**src/rtl/ram_arb_pkg.sv**
```systemverilog
// Shared constants and types for ram_port_arbiter.
package ram_arb_pkg;

    localparam int unsigned ADDR_W_DEF  = 8;
    localparam int unsigned DATA_W_DEF  = 8;
    localparam int unsigned NUM_REQ_MAX = 8;
    localparam int unsigned ID_W_MAX    = $clog2(NUM_REQ_MAX);

    typedef logic [ID_W_MAX-1:0] req_id_t;

    typedef struct packed {
        logic                  valid;
        req_id_t               id;
        logic [DATA_W_DEF-1:0] data;
    } rsp_t;

endpackage

```
**src/rtl/ram_port_arbiter_rr_arbiter.sv**
```systemverilog
// Round-robin arbiter: one-hot grant from a request vector, rotating pointer held inside.
module rr_arbiter #(
    parameter int unsigned N  = 4,
    localparam int unsigned PW = $clog2(N)
) (
    input  logic          clk,
    input  logic          rst,
    input  logic [N-1:0]  req,
    output logic [N-1:0]  gnt,
    output logic          gnt_valid,
    output logic [PW-1:0] gnt_idx
);

    logic [PW-1:0] ptr_q, ptr_d;
    logic [PW:0]   cand;

    always_comb begin
        gnt       = '0;
        gnt_valid = 1'b0;
        gnt_idx   = '0;
        ptr_d     = ptr_q;
        cand      = '0;
        // Search ascending from the pointer, wrapping at N-1.
        for (int unsigned off = 0; off < N; off++) begin
            cand = {1'b0, ptr_q} + (PW+1)'(off);
            if (cand >= (PW+1)'(N)) begin
                cand = cand - (PW+1)'(N);
            end
            if (!gnt_valid && req[cand[PW-1:0]]) begin
                gnt_valid              = 1'b1;
                gnt_idx                = cand[PW-1:0];
                gnt[cand[PW-1:0]]      = 1'b1;
            end
        end
        if (gnt_valid) begin
            if (32'(gnt_idx) == N - 1) begin
                ptr_d = '0;
            end else begin
                ptr_d = gnt_idx + 1'b1;
            end
        end
    end

    always_ff @(posedge clk or negedge rst) begin
        if (!rst) begin
            ptr_q <= '0;
        end else begin
            ptr_q <= ptr_d;
        end
    end

endmodule

```
**src/rtl/ram_port_arbiter.sv**
```systemverilog
// Shares one RAM write port and one RAM read port among NUM_REQ requesters.
// Optional RAM_ARB_FWD_EN: forward same-cycle write data to a colliding read.
module ram_port_arbiter
    import ram_arb_pkg::*;
#(
    parameter int unsigned NUM_REQ = 4,
    parameter int unsigned ADDR_W  = ADDR_W_DEF,
    parameter int unsigned DATA_W  = DATA_W_DEF,
    localparam int unsigned ID_W   = $clog2(NUM_REQ)
) (
    input  logic                      clk,
    input  logic                      rst,
    input  logic [NUM_REQ-1:0]        req_valid,
    input  logic [NUM_REQ-1:0]        req_wr,
    input  logic [NUM_REQ*ADDR_W-1:0] req_addr,
    input  logic [NUM_REQ*DATA_W-1:0] req_wdata,
    output logic [NUM_REQ-1:0]        req_gnt,
    output logic                      rsp_valid,
    output logic [ID_W-1:0]           rsp_id,
    output logic [DATA_W-1:0]         rsp_data,
    output logic                      ram_wr_enbl,
    output logic [ADDR_W-1:0]         ram_wr_addr,
    output logic [DATA_W-1:0]         ram_wr_data,
    output logic                      ram_rd_enbl,
    output logic [ADDR_W-1:0]         ram_rd_addr,
    input  logic [DATA_W-1:0]         ram_rd_data
);

    logic [NUM_REQ-1:0] wr_req, rd_req, wr_gnt, rd_gnt;
    logic               wr_valid, rd_valid;
    logic [ID_W-1:0]    wr_idx, rd_idx;
    logic               rd_pend_q;
    logic [ID_W-1:0]    rd_id_q;

    // Gate with reset so no grant or RAM access is presented while held in reset.
    assign wr_req = req_valid &  req_wr & {NUM_REQ{rst}};
    assign rd_req = req_valid & ~req_wr & {NUM_REQ{rst}};

    rr_arbiter #(.N(NUM_REQ)) u_wr_arb (
        .clk       (clk),
        .rst       (rst),
        .req       (wr_req),
        .gnt       (wr_gnt),
        .gnt_valid (wr_valid),
        .gnt_idx   (wr_idx)
    );

    rr_arbiter #(.N(NUM_REQ)) u_rd_arb (
        .clk       (clk),
        .rst       (rst),
        .req       (rd_req),
        .gnt       (rd_gnt),
        .gnt_valid (rd_valid),
        .gnt_idx   (rd_idx)
    );

    assign req_gnt = wr_gnt | rd_gnt;

    always_comb begin
        ram_wr_enbl = wr_valid;
        ram_wr_addr = '0;
        ram_wr_data = '0;
        ram_rd_enbl = rd_valid;
        ram_rd_addr = '0;
        if (wr_valid) begin
            ram_wr_addr = req_addr[wr_idx*ADDR_W +: ADDR_W];
            ram_wr_data = req_wdata[wr_idx*DATA_W +: DATA_W];
        end
        if (rd_valid) begin
            ram_rd_addr = req_addr[rd_idx*ADDR_W +: ADDR_W];
        end
    end

    always_ff @(posedge clk or negedge rst) begin
        if (!rst) begin
            rd_pend_q <= 1'b0;
            rd_id_q   <= '0;
        end else begin
            rd_pend_q <= rd_valid;
            if (rd_valid) begin
                rd_id_q <= rd_idx;
            end
        end
    end

    assign rsp_valid = rd_pend_q;
    assign rsp_id    = rd_id_q;

`ifdef RAM_ARB_FWD_EN
    logic              fwd_q;
    logic [DATA_W-1:0] fwd_data_q;

    always_ff @(posedge clk or negedge rst) begin
        if (!rst) begin
            fwd_q      <= 1'b0;
            fwd_data_q <= '0;
        end else begin
            fwd_q      <= wr_valid && rd_valid && (ram_wr_addr == ram_rd_addr);
            fwd_data_q <= ram_wr_data;
        end
    end

    assign rsp_data = !rd_pend_q ? '0 : (fwd_q ? fwd_data_q : ram_rd_data);
`else
    assign rsp_data = rd_pend_q ? ram_rd_data : '0;
`endif

endmodule
```
**config.mk**
```make
export PLATFORM = sky130hd
export DESIGN_NAME = ram_port_arbiter
export DESIGN_NICKNAME = d
export VERILOG_FILES = /design/src/rtl/ram_arb_pkg.sv /design/src/rtl/ram_port_arbiter_rr_arbiter.sv /design/src/rtl/ram_port_arbiter.sv
export SDC_FILE = /design/constraint.sdc
export NUM_CORES = 1
export LEC_CHECK = 0
export ABC_AREA = 1
export BUFFER_PORTS_ARGS = -buffer_cell sky130_fd_sc_hd__buf_2
export CAP_MARGIN = 5
export CORE_MARGIN = 4
export CORE_UTILIZATION = 48
export CTS_BUF_LIST = sky130_fd_sc_hd__clkbuf_16
export CTS_CLUSTER_DIAMETER = 120
export DETAILED_ROUTE_END_ITERATION = 7
export MAX_ROUTING_LAYER = met4
export PLACE_DENSITY = 0.8
export SYNTH_ARGS = -nofsm -noshare
export SYNTH_HDL_FRONTEND = slang
export SYNTH_SLANG_ARGS = --single-unit
```
**constraint.sdc**
```tcl
create_clock -name clk -period 3.1 [get_ports clk]
set_input_delay 0.62 -clock clk [delete_from_list [all_inputs] [get_ports clk]]
set_output_delay 0.62 -clock clk [all_outputs]
set_load 0.05 [all_outputs]
```
After elaboration in Yosys (flattened, before gate mapping)

Index checks and enable logic that the tools add are counted.
W data, S select, Z words.

Latch bits: 0
Memories: 0
Register bits: 7
Memory bits (writable): 0
Output and inout bits: 41
Input port bits: 82
Memory bits (read-only): 0

Multiply operators: 0
Eq/ne operators: 2
Reductions and logical operators: 20
Bitwise logic cells: 12
$add $sub $neg: 16
Magnitude comparators: 24
Div/mod/pow operators: 0
Shifts and indexed selects: 3
Muxes and demuxes: 70

Operators by type and width:

| operator              | count |
|---|---|
| $shiftx A32 B6 Y8     | 3 |
| $mux W2               | 18 |
| $mux W4               | 8 |
| $mux W8               | 4 |
| $or A4 B4 Y4          | 7 |
| $lt A2 B3 Y1 const B  | 8 |
| $mux W1               | 24 |
| $ge A3 B3 Y1 const B  | 6 |
| $and A4 B4 Y4         | 4 |
| $bmux W1 S2           | 8 |
| $demux W1 S2          | 8 |
| $ge A2 B1 Y1 const B  | 8 |
| $sub A2 B1 Y2 const B | 8 |
| $logic_and A1 B1 Y1   | 14 |
| $add A2 B2 Y3 const B | 4 |
| $add A2 B1 Y3 const B | 2 |
| $ge A2 B3 Y1 const B  | 2 |
| $logic_not A1 Y1      | 6 |
| $add A2 B1 Y2 const B | 2 |
| $eq A2 B2 Y1 const B  | 2 |
| $not A4 Y4            | 1 |

Longest topological paths before layout

Gate-level depths: netlist of run 1.

Depth in word-level cells: 17
Gate-level depth with buffers: 17

Hierarchy

Synthesis of run 1 repeated with hierarchy kept, for this count alone.

Cells, all modules: 476
Area, all modules: 2557.5 sq um

By module, submodules not included:

| module                | seq. area each (sq um) | cells an instance | instances | area an instance (sq um) |
|---|---|---|---|---|
| ram_port_arbiter      | 75.1                   | 294               | 1         | 1348.8 |
| rr_arbiter (u_rd_arb) | 50.0                   | 96                | 1         | 678.2 |
| rr_arbiter (u_wr_arb) | 50.0                   | 86                | 1         | 530.5 |

Worst setup path after synthesis of run 1

Ideal clock, no wire load.

Path type: register -> output
Start: register u_wr_arb.ptr_q[0]
End: output port ram_wr_data[0]
Slack: -0.234 ns
Arrival: 2.714 ns
Required time: 2.480 ns
Cell stages (with the launch flop): 15
Cells stage by stage: dfrtp_1 -> buf_2 -> inv_2 -> ha_1 -> inv_1 -> nand3_1 -> nand2_1 -> nor2_4 -> nand3_2 -> nand2_4 -> nand2_4 -> buf_6 -> nand2_1 -> nand3_1 -> a21oi_1

Word-level cells in the longest chain between the ends: 16

RTL lines:

| what                                                   | RTL line                          | text |
|---|---|---|
| from (decl)                                            | ram_port_arbiter_rr_arbiter.sv:14 | `logic [PW-1:0] ptr_q, ptr_d;` |
| from (signal assigned)                                 | ram_port_arbiter_rr_arbiter.sv:48 | `ptr_q <= ptr_d;` |
| branches (longest 15 deep; another with $add A2 B1 Y3) | -                                 |  |
| $mux W8 (*)                                            | ram_port_arbiter.sv:65            | `if (wr_valid) begin` |
| to (decl)                                              | ram_port_arbiter.sv:23            | `output logic [DATA_W-1:0] ram_wr_data,` |

Every way passes the cells marked *. The select of a mux whose other input is x is not followed.

Final worst setup path of run 1

Start: input port rst
End: output port ram_rd_addr[1]

Word-level cells in the longest chain between the ends: 15

RTL lines:

| what                          | RTL line                          | text |
|---|---|---|
| from (decl)                   | ram_port_arbiter.sv:12            | `input logic rst,` |
| $and A4 B4 Y4 (*)             | ram_port_arbiter.sv:37            | `assign rd_req = req_valid & ~req_wr & {NUM_REQ{rst}};` |
| $bmux W1 S2                   | ram_port_arbiter_rr_arbiter.sv:29 | `if (!gnt_valid && req[cand[PW-1:0]]) begin` |
| $mux W1 (implied by the code) | ram_port_arbiter_rr_arbiter.sv:29 |  |
| $mux W1                       | ram_port_arbiter_rr_arbiter.sv:29 |  |
| $logic_not A1 Y1              | ram_port_arbiter_rr_arbiter.sv:29 |  |
| $logic_and A1 B1 Y1           | ram_port_arbiter_rr_arbiter.sv:29 |  |
| $mux W1                       | ram_port_arbiter_rr_arbiter.sv:29 |  |
| $logic_not A1 Y1              | ram_port_arbiter_rr_arbiter.sv:29 |  |
| $logic_and A1 B1 Y1           | ram_port_arbiter_rr_arbiter.sv:29 |  |
| $mux W1                       | ram_port_arbiter_rr_arbiter.sv:29 |  |
| $logic_not A1 Y1              | ram_port_arbiter_rr_arbiter.sv:29 |  |
| $logic_and A1 B1 Y1           | ram_port_arbiter_rr_arbiter.sv:29 |  |
| $mux W2                       | ram_port_arbiter_rr_arbiter.sv:29 |  |
| $shiftx A32 B6 Y8             | ram_port_arbiter.sv:70            | `ram_rd_addr = req_addr[rd_idx*ADDR_W +: ADDR_W];` |
| $mux W8 (*)                   | ram_port_arbiter.sv:69            | `if (rd_valid) begin` |
| to (decl)                     | ram_port_arbiter.sv:25            | `output logic [ADDR_W-1:0] ram_rd_addr,` |

Every way passes the cells marked *; elsewhere a longest branch is shown, timed or not. The select of a mux whose other input is x is not followed.

==> summary.md, run 1 <==
| Metric | Value |
|---|---|
| Critical path peak fanout | 11 |
| First-pass GRT wire length | 13.2 mm |
| Post-synthesis compound-gate area fraction | between 10% and 20% |
| Peak per-stage delay on the critical path | about 0.20 ns |
| Drt initial violations | ~230 |
| H-Tree Depth | 1 |
| CTS tree | yes |
| Yosys cell types | 33 |
| Clock transition at the registers of the reported paths | 0.04 ns |
| Slew Limit Headroom | between 70% and 80% |
| Multiplexer share of the synthesized area | 0% |
| Status | completed |
| Commonest non-fill, non-tap cells in the layout | 127 x nand2_1, 97 x buf_2, 93 x nand3_1 |
| Crit-path slowest cell | buf_4 |
| Fin. Hold Viols | 0 |
| YS warnings | 0 |
| Vias per cell | 5.39 |
| Port bufs | approximately 120 |
| Antenna-violating nets left | 0 |
| Syn Nets | around 560 |
| Gr busiest metal | met2 |
| Final routed DRC violation total | 0 |
| Post-Syn Instances | 458 |
| Final worst path period need | between 3 and 4 ns |
| Area delta synth->final | 50.2% |
| Crit path DAT | between 2 and 2.5 ns |
| Chip width | a little over 80 um |
| Core footprint | 5110 sq um |
| Placed Instance Area | 3370 sq um |
| Hold crit path type | input port to asynchronous set/reset pin |
| Simple-gate share of the synthesized area | 57.2% |
| Final Instance Area | around 3800 sq um |
| Clk_skew | approximately 0.0014 ns |
| GR Util met3 | around 2.5% |
| Met1 usage | around a third |
| Commonest non-fill, non-tap cell in the layout | nand2_1 |
| Final Cycle Share | between 90% and 100% |
| Register area | ~180 sq um |
| Deepest clock path buffer count | 2 |
| Gpl congestion | roughly 0.9 |
| Fill count | approximately 380 |
| Critical path capture point type | primary output |
| Yosys reg bits | 7 |
| Combinational family with the most area after synthesis | simple AND/OR/NAND/NOR gates |
| Ports | around 120 |
| Vias | around 3,600 |
| Worst skew pair latency | roughly 0.23 ns |
| Initial Utilization | between 40 and 50% |
| Vias in the first global route | approximately 3,100 |
| Critical path cell sequence | buf_6, buf_4, nand2_2, nor2_4, nand2_1, nand3_2, nand2_4, nand4_4, nand2_8, buf_12, nand3_1, nand3_1, nand2_1, nor2_2, buf_4 |
| Max-cap viol count | 0 |
| Final net count | between 600 and 700 |
| Multi-input logic area | between 2000 and 2500 sq um |
| F_max | between 300 and 400 MHz |
| Seq/Total Area, Yosys | about 6.9% |
| Sink Count | 7 |
| Initial antenna violation count | 0 |
| Overflow after GRT | 0 |
| DIE HEIGHT | roughly 81 um |
| CP required | 2.48 ns |
| Clk root buf | clkbuf_16 |
| Routed length per instance | 13.5 um |
| Largest net degree at the start of global routing | 35 |
| Number of diodes | 0 |
| Router iterations before antenna repair | 5 |
| XOR/XNOR share of the synthesized area | 0% |
| Layout cells sized above 1 | between 30 and 40% |
| Hold buffer count at CTS | 0 |
| Final setup viols | 0 |
| Startpoint types | input port |
| Die Area | approximately 6500 sq um |
| Standard-cell rows | 26 |
| Routed WL | 9.04 mm |
| M2 GR Usage | around 42% |
| WS Path Type | input port to primary output |
| Worst Max-Slew Pin Slew | ~0.35 ns |
| Post-Syn Area | between 2000 and 3000 sq um |
| GR Util All Layers | between 20% and 30% |
| Pins Over Slew Limit | 0 |
| Cts bufs inserted | 3 |
| Adder-Cell Fraction of Synth Area | ~8.4% |
| Syn Area/Cell | ~5.5 sq um |
| Post-DP HPWL | 6.49 mm |
## logic make-up (layout without fill, tap and decap cells)
kind of cell | after synthesis | in the layout
buf+inv | 98 | 236
fa+ha+maj | 17 | 17
compound gates | 46 | 46
simple gates | 290 | 292
flops | 7 | 7
## synthesized netlist by cell type
cell / n / share of area, %
buf_2: 7 / 1.4
nand3b_1: 9 / 2.7
inv_2: 6 / 0.89
nor2_1: 17 / 2.5
a221oi_1: 1 / 0.35
nand4_4: 1 / 0.84
nor3_1: 1 / 0.20
nand2_2: 7 / 1.7
ha_1: 17 / 8.4
inv_1: 72 / 11
clkbuf_1: 1 / 0.15
nand3_4: 1 / 0.69
buf_4: 5 / 1.5
nand3_1: 94 / 19
nand2_8: 1 / 0.79
buf_1: 1 / 0.15
buf_6: 6 / 2.7
nand2_1: 132 / 20
a21oi_1: 32 / 6.3
o211ai_1: 2 / 0.59
o21ai_0: 3 / 0.59
a21boi_0: 1 / 0.30
o21ai_2: 1 / 0.35
o2111ai_1: 1 / 0.35
nand4_1: 6 / 1.5
nand2_4: 6 / 2.7
nand3_2: 8 / 3.2
nor2_4: 3 / 1.3
o22ai_1: 3 / 0.74
dfrtp_1: 7 / 6.9
a22oi_1: 1 / 0.30
o21ai_1: 1 / 0.20
nor2_2: 4 / 0.99
## through the flow
stage / std cells / setup WS, ns / utilization, % / TNS [ns] / hold slack [ns]
floorplan: 458 / 0.0313 / - / 0 / 0.324
finish: 668 / 0.0859 / 74.5 / 0 / 0.352
CTS: 660 / 0.00284 / 68.6 / 0 / 0.391
global route: 668 / -0.0881 / 74.5 / -0.570 / 0.370
detailed placement: 656 / -0.0562 / 66.0 / -0.321 / 0.462
global placement: 656 / -0.0435 / 66.0 / -0.231 / 0.463
## path summary, 6_finish.rpt
check / start / to / slack, ns / depth (start not counted)
max: rst / ram_rd_addr[1] / 0.09 / 15
min: rst / rsp_id[0]$_DFFE_PN0P_ / 0.35 / 2
max reg2reg: u_rd_arb.ptr_q[0]$_DFFE_PN0P_ / u_rd_arb.ptr_q[1]$_DFFE_PN0P_ / 0.80 / 14
min reg2reg: rsp_id[1]$_DFFE_PN0P_ / rsp_id[1]$_DFFE_PN0P_ / 0.48 / 2
max in group asynchronous: rst / u_wr_arb.ptr_q[1]$_DFFE_PN0P_ / 2.63 / 2
min in group clk: rsp_id[1]$_DFFE_PN0P_ / rsp_id[1]$_DFFE_PN0P_ / 0.48 / 2
## cell type report
type / count / area share [%]
well taps: 70 / 2.30
inverters: 78 / 7.76
clock inverters: 1 / 0.0987
multi-input cells: 355 / 56.1
clock buffers: 3 / 1.97
repair buffers: 154 / 27.1
flip-flops and latches: 7 / 4.60
## critical path: cells and delay by family
| kind | cells | cell delay, ns |
|---|---|---|
| buffers and inverters | 4 | 0.61 |
| and+or+nand+nor | 11 | 1.14 |
## timing repair
action,CTS,global route
gates resized for setup,19,48
endpoints found under the hold margin,0,0
cloned,0,4
pin swaps,0,11
setup endpoints to repair,16,24
buffers inserted,0,4
## state kept, by name (all words and copies together) (netlist names)
name / cells
u_wr_arb.ptr_q: 2
rsp_id: 2
rsp_valid: 1
u_rd_arb.ptr_q: 2
## metal layers
layer	wire length, um	vias to the layer above
li1	-	1762
met1	3660	1608
met2	4390	204
met5	0	-
met3	772	27
met4	225	0
Power of run 1 is not shown: default switching activity piles up to over one toggle a cycle in this logic, so the estimate is an artifact.
==> run 2, diff against run 1 <==
==> constraint.sdc (replaced) <==
create_clock -name clk -period 3.1 [get_ports clk]
set_input_delay 0.62 -clock clk [delete_from_list [all_inputs] [get_ports clk]]
set_output_delay 0.62 -clock clk [all_outputs]
set_load 0.005 [all_outputs]
==> summary.md, run 2 (synthesized netlist as in run 1, its figures left out) <==
| Metric | Value |
|---|---|
| Status | completed |
| CTS tree | yes |
| Setup slack after layout | 0.104 ns (+0.0178 ns) |
| First-pass GRT wire length | 13.3 mm (+0.73%) |
| Max-cap viol count | 0 (unchanged) |
| Fin. Hold Viols | 0 (unchanged) |
| Layout cells sized above 1 | 34.3% (-4.3 points) |
| Worst skew pair latency | 0.23 ns (about the same) |
| Pre-CTS setup slack | 0.0651 ns (+0.121 ns) |
| Final routed DRC violation total | 0 (unchanged) |
| Critical path cell sequence | clkbuf_4, buf_6, nand4_1, nand2_1, nand2_1, nand2_2, nand4_4, buf_12, nand2_8, buf_12, nand3_1, nand3_1, nand2_1, nor2_1, buf_2 |
| Crit path DAT | 2.38 ns (about the same) |
| Pins Over Slew Limit | 0 (unchanged) |
| Startpoint types | input port |
| Vias per cell | 5.29 (-1.9%) |
| Largest net degree at the start of global routing | 35 (unchanged) |
| Core Util, Final | 70.5% (-4.0 points) |
| Routed WL | 8.97 mm (-0.82%) |
| Critical path capture point type | primary output |
| Clk root buf | clkbuf_16 |
| Port bufs | 122 (unchanged) |
| Worst Reg-to-Reg Cells | 15 (+1) |
| H-Tree Depth | 1 (unchanged) |
| Slew Limit Headroom | 66.9% (-10 points) |
| GR Util All Layers | 25.3% (+0.48 points) |
| Chip width | 80.6 um (unchanged) |
| Vias in the first global route | 3,034 (-2.4%) |
| Number of diodes | 0 (unchanged) |
| Die Area | 6500 sq um (unchanged) |
| CP required | 2.48 ns (about the same) |
| Routed length per instance | 13.4 um (-0.67%) |
| Final Cycle Share | 96.7% (-0.57 points) |
| Initial antenna violation count | 0 (unchanged) |
| RSZ-0062 raised after global routing | yes |
| Peak per-stage delay on the critical path | 0.17 ns (-0.03 ns) |
| F_max | 334 MHz (+0.59%) |
| Post-DP HPWL | 6.55 mm (+0.90%) |
| Clock transition at the registers of the reported paths | 0.04 ns (about the same) |
| Gpl congestion | 0.938 (+4.6%) |
| Router iterations before antenna repair | 5 (unchanged) |
| Critical path peak fanout | 10 (-1) |
| Vias | 3,529 (-2.0%) |
| Hold crit path type | input port to asynchronous set/reset pin |
| DIE HEIGHT | 80.6 um (unchanged) |
| Antenna-violating nets left | 0 (unchanged) |
| Commonest non-fill, non-tap cells in the layout | 128 x nand2_1, 121 x buf_2, 91 x nand3_1 |
| Clk_skew | 0.00127 ns (-0.000135 ns) |
| Area delta synth->final | 42.2% |
| Overflow after GRT | 0 (unchanged) |
| Standard-cell rows | 26 (unchanged) |
| Final net count | 697 (-0.14%) |
| Worst Max-Slew Pin Slew | 0.496 ns (+0.151 ns) |
| Final setup viols | 0 (unchanged) |
| Cts bufs inserted | 3 (unchanged) |
| WHS | 0.502 ns (+0.151 ns) |
| CP most frequent cell | nand2_1 |
| Core footprint | 5110 sq um (unchanged) |
| Deepest clock path buffer count | 2 (unchanged) |
| Sink Count | 7 (unchanged) |
| Commonest non-fill, non-tap cell in the layout | nand2_1 |
| R2R Setup Slk | 0.66 ns (-0.14 ns) |
| Hold buffer count at CTS | 0 (unchanged) |
| Initial Utilization | 49.6% (unchanged) |
| Ports | 123 (unchanged) |
| WS Path Type | input port to primary output |
| Crit-path slowest cell | buf_12 |
| Drt initial violations | 238 (+2.1%) |
| Non-filler cells in the finished layout | 667 (-0.15%) |
| Final worst path period need | 3.00 ns (-0.0178 ns) |
| Placed Cells | 646 (-1.5%) |
## run 2: cell count changes in the layout (fill, tap and decap cells not counted), sizes merged
| cell | delta |
|---|---|
| buf | +3 |
| clkbuf | -3 |
| nand2 | -1 |
## run 2: routing by layer
layer / vias up / share of wire [%] / track usage, %
li1: 1754 / - / -
met4: 0 / 1.6 / 4.39
met1: 1567 / 42 / 33.5
met3: 20 / 9.1 / 4.71
met5: - / 0 / -
met2: 188 / 47 / 40.6
## run 2: repair_timing
action	4_1_cts	5_1_grt
setup buffers	0	16
pin swaps	0	8
resized for setup	2	24
hold endpoints to repair	0	0
endpoints found under the setup margin	8	24
cloned	0	1
## run 2: worst max-delay path: cells and delay by family
family | cells | cell delay, ns
and+or+nand+nor | 10 | 1.02
buffers and inverters | 5 | 0.72
## run 2: worst paths after layout
check	from	endpoint
max	rst	ram_rd_addr[4]
min	rst	u_wr_arb.ptr_q[0]$_DFFE_PN0P_
max reg2reg	u_rd_arb.ptr_q[1]$_DFFE_PN0P_	u_rd_arb.ptr_q[1]$_DFFE_PN0P_
min reg2reg	rsp_id[1]$_DFFE_PN0P_	rsp_id[1]$_DFFE_PN0P_
max in group asynchronous	rst	u_rd_arb.ptr_q[0]$_DFFE_PN0P_
min in group clk	rsp_id[1]$_DFFE_PN0P_	rsp_id[1]$_DFFE_PN0P_
## run 2: final cells by class
type	count	area [sq um]
Multi-Input combinational cell	354	2030
Fill cell	460	1510
Timing Repair Buffer	154	931
Inverter	78	295
Sequential cell	7	175
Tap cell	70	87.6
Clock buffer	3	75.1
Clock inverter	1	3.75
## run 2: metrics by stage
step                area, sq um  setup TNS (ns)
floorplan                  2530               0
CTS                        3320               0
detailed placement         3230               0
global route               3600         -0.0927
global placement           3230               0
finish                     3600               0
Power of run 2 is left out for the same reason.
==> run 3, diff against run 2 <==
- REMOVE_ABC_BUFFERS: unset -> 1
==> summary.md, run 3 (synthesized netlist as in run 1, its figures left out) <==
| Metric | Value |
|---|---|
| Core footprint | 5110 sq um (unchanged) |
| Layout cells sized above 1 | 35.5% (+1.1 points) |
| Overflow after GRT | 0 (unchanged) |
| First-pass GRT wire length | 13.7 mm (+3.5%) |
| Worst skew pair latency | 0.23 ns (about the same) |
| Gr busiest metal | met2 |
| Hold buffer count at CTS | 0 (unchanged) |
| Sink Count | 7 (unchanged) |
| Placed Instance Area | 3260 sq um (+0.93%) |
| Final worst path period need | 3.02 ns (+0.0247 ns) |
| Routed length per instance | 13.9 um (+3.0%) |
| Slew Limit Headroom | 70.1% (+3.2 points) |
| Hold crit path type | input port to asynchronous set/reset pin |
| Pre-CTS setup slack | 0.0240 ns (-0.0411 ns) |
| Status | completed |
| Vias in the first global route | 3,140 (+3.5%) |
| Critical path peak fanout | 11 (+1) |
| DIE HEIGHT | 80.6 um (unchanged) |
| Number of diodes | 0 (unchanged) |
| Standard-cell rows | 26 (unchanged) |
| F_max | 331 MHz (-0.82%) |
| Routed WL | 9.25 mm (+3.2%) |
| Post-DP HPWL | 6.38 mm (-2.5%) |
| GR Util met3 | 3.36% (-1.3 points) |
| WS Path Type | input port to primary output |
| Peak per-stage delay on the critical path | 0.21 ns (+0.04 ns) |
| Worst Max-Slew Pin Slew | 0.448 ns (-0.0482 ns) |
| Vias per cell | 5.46 (+3.2%) |
| Initial Utilization | 49.6% (unchanged) |
| Worst Reg-to-Reg Cells | 13 (-2) |
| Die Area | 6500 sq um (unchanged) |
| Pins Over Slew Limit | 0 (unchanged) |
| Initial antenna violation count | 0 (unchanged) |
| Cts bufs inserted | 3 (unchanged) |
| Final setup viols | 0 (unchanged) |
| Final Instance Area | 3580 sq um (-0.49%) |
| Clk_skew | 0.000774 ns (-0.000495 ns) |
| Met1 usage | 33.7% (+0.22 points) |
| Area delta synth->final | 41.6% |
| Ports | 123 (unchanged) |
| Largest net degree at the start of global routing | 35 (unchanged) |
| Vias | 3,646 (+3.3%) |
| Crit path DAT | 2.40 ns (+0.02 ns) |
| Commonest non-fill, non-tap cells in the layout | 126 x nand2_1, 121 x buf_2, 92 x nand3_1 |
| R2R Path Start | u_rd_arb.ptr_q[0]$_DFFE_PN0P_ |
| Chip width | 80.6 um (unchanged) |
| GR Util All Layers | 26.2% (+0.88 points) |
| Drt initial violations | 222 (-6.7%) |
| Deepest clock path buffer count | 2 (unchanged) |
| Gpl congestion | 0.905 (-3.6%) |
| CP required | 2.48 ns (about the same) |
| Critical path cell sequence | buf_6, buf_4, nand3_2, nand2_2, nand2_2, nand2_1, nand2_4, nand4_4, nand2_8, buf_4, nand3_1, a21oi_1, nor2_2, buf_2 |
| Startpoint types | input port |
| Final Cycle Share | 97.5% (+0.80 points) |
| Critical path capture point type | primary output |
| Final net count | 698 (+0.14%) |
| H-Tree Depth | 1 (unchanged) |
| Max-cap viol count | 0 (unchanged) |
| Fin. Hold Viols | 0 (unchanged) |
| Port bufs | 122 (unchanged) |
| Clock transition at the registers of the reported paths | 0.04 ns (about the same) |
| Router iterations before antenna repair | 5 (unchanged) |
| CP startpoint | rst |
| Commonest non-fill, non-tap cell in the layout | nand2_1 |
| Antenna-violating nets left | 0 (unchanged) |
| Setup slack after layout | 0.0790 ns (-0.0247 ns) |
| Clk root buf | clkbuf_16 |
| Final routed DRC violation total | 0 (unchanged) |
| Fill count | 438 (-4.8%) |
| CTS tree | yes |
| Core Util, Final | 70.2% (-0.34 points) |
| M2 GR Usage | 42.8% (+2.2 points) |
| Crit-path slowest cell | a21oi_1 |
## run 3: layer usage
layer	up-vias	routed length, um	share of wire [%]
met3	27	959	10
met2	245	4420	48
met5	-	0	0
li1	1751	-	-
met1	1623	3680	40
met4	0	188	2.0
## run 3: critical path: cells and delay by family
family | cells | cell delay, ns
AO/OA/AOI/OAI | 1 | 0.21
AND/OR/NAND/NOR | 9 | 0.98
buffers and inverters | 4 | 0.58
## run 3: final cells by class
cell class / instances / area, sq um / share of cell area [%]
clock buffer: 3 / 75.1 / 2.09
clock inverter: 1 / 3.75 / 0.105
inverter: 78 / 295 / 8.24
multi-input combinational: 355 / 2040 / 56.8
sequential: 7 / 175 / 4.89
tap: 70 / 87.6 / 2.44
timing repair buffer: 154 / 911 / 25.4
## run 3: per-stage QoR
stage               instances  hold WS [ns]  setup TNS, ns
global route              668         0.184         -0.237
CTS                       654         0.246              0
finish                    668         0.184              0
floorplan                 438         0.324              0
global placement          650         0.463              0
detailed placement        650         0.461              0
## run 3: path summary, 6_finish.rpt
path                                                      end  slack [ns]
min in group clk                        rsp_id[1]$_DFFE_PN0P_        0.50
worst max register to register  u_rd_arb.ptr_q[1]$_DFFE_PN0P_        0.66
worst max-delay path                           ram_rd_addr[1]        0.08
worst min register to register          rsp_id[1]$_DFFE_PN0P_        0.50
max in group asynchronous       u_rd_arb.ptr_q[1]$_DFFE_PN0P_        2.66
worst min-delay path                    rsp_id[1]$_DFFE_PN0P_        0.18
## run 3: repair_timing
item	CTS	global route
hold endpoints to repair	0	0
cloned	0	2
setup endpoints to repair	1	24
pin swaps	0	8
setup buffers	0	12
resized for setup	1	29
Power of run 3 is left out for the same reason.
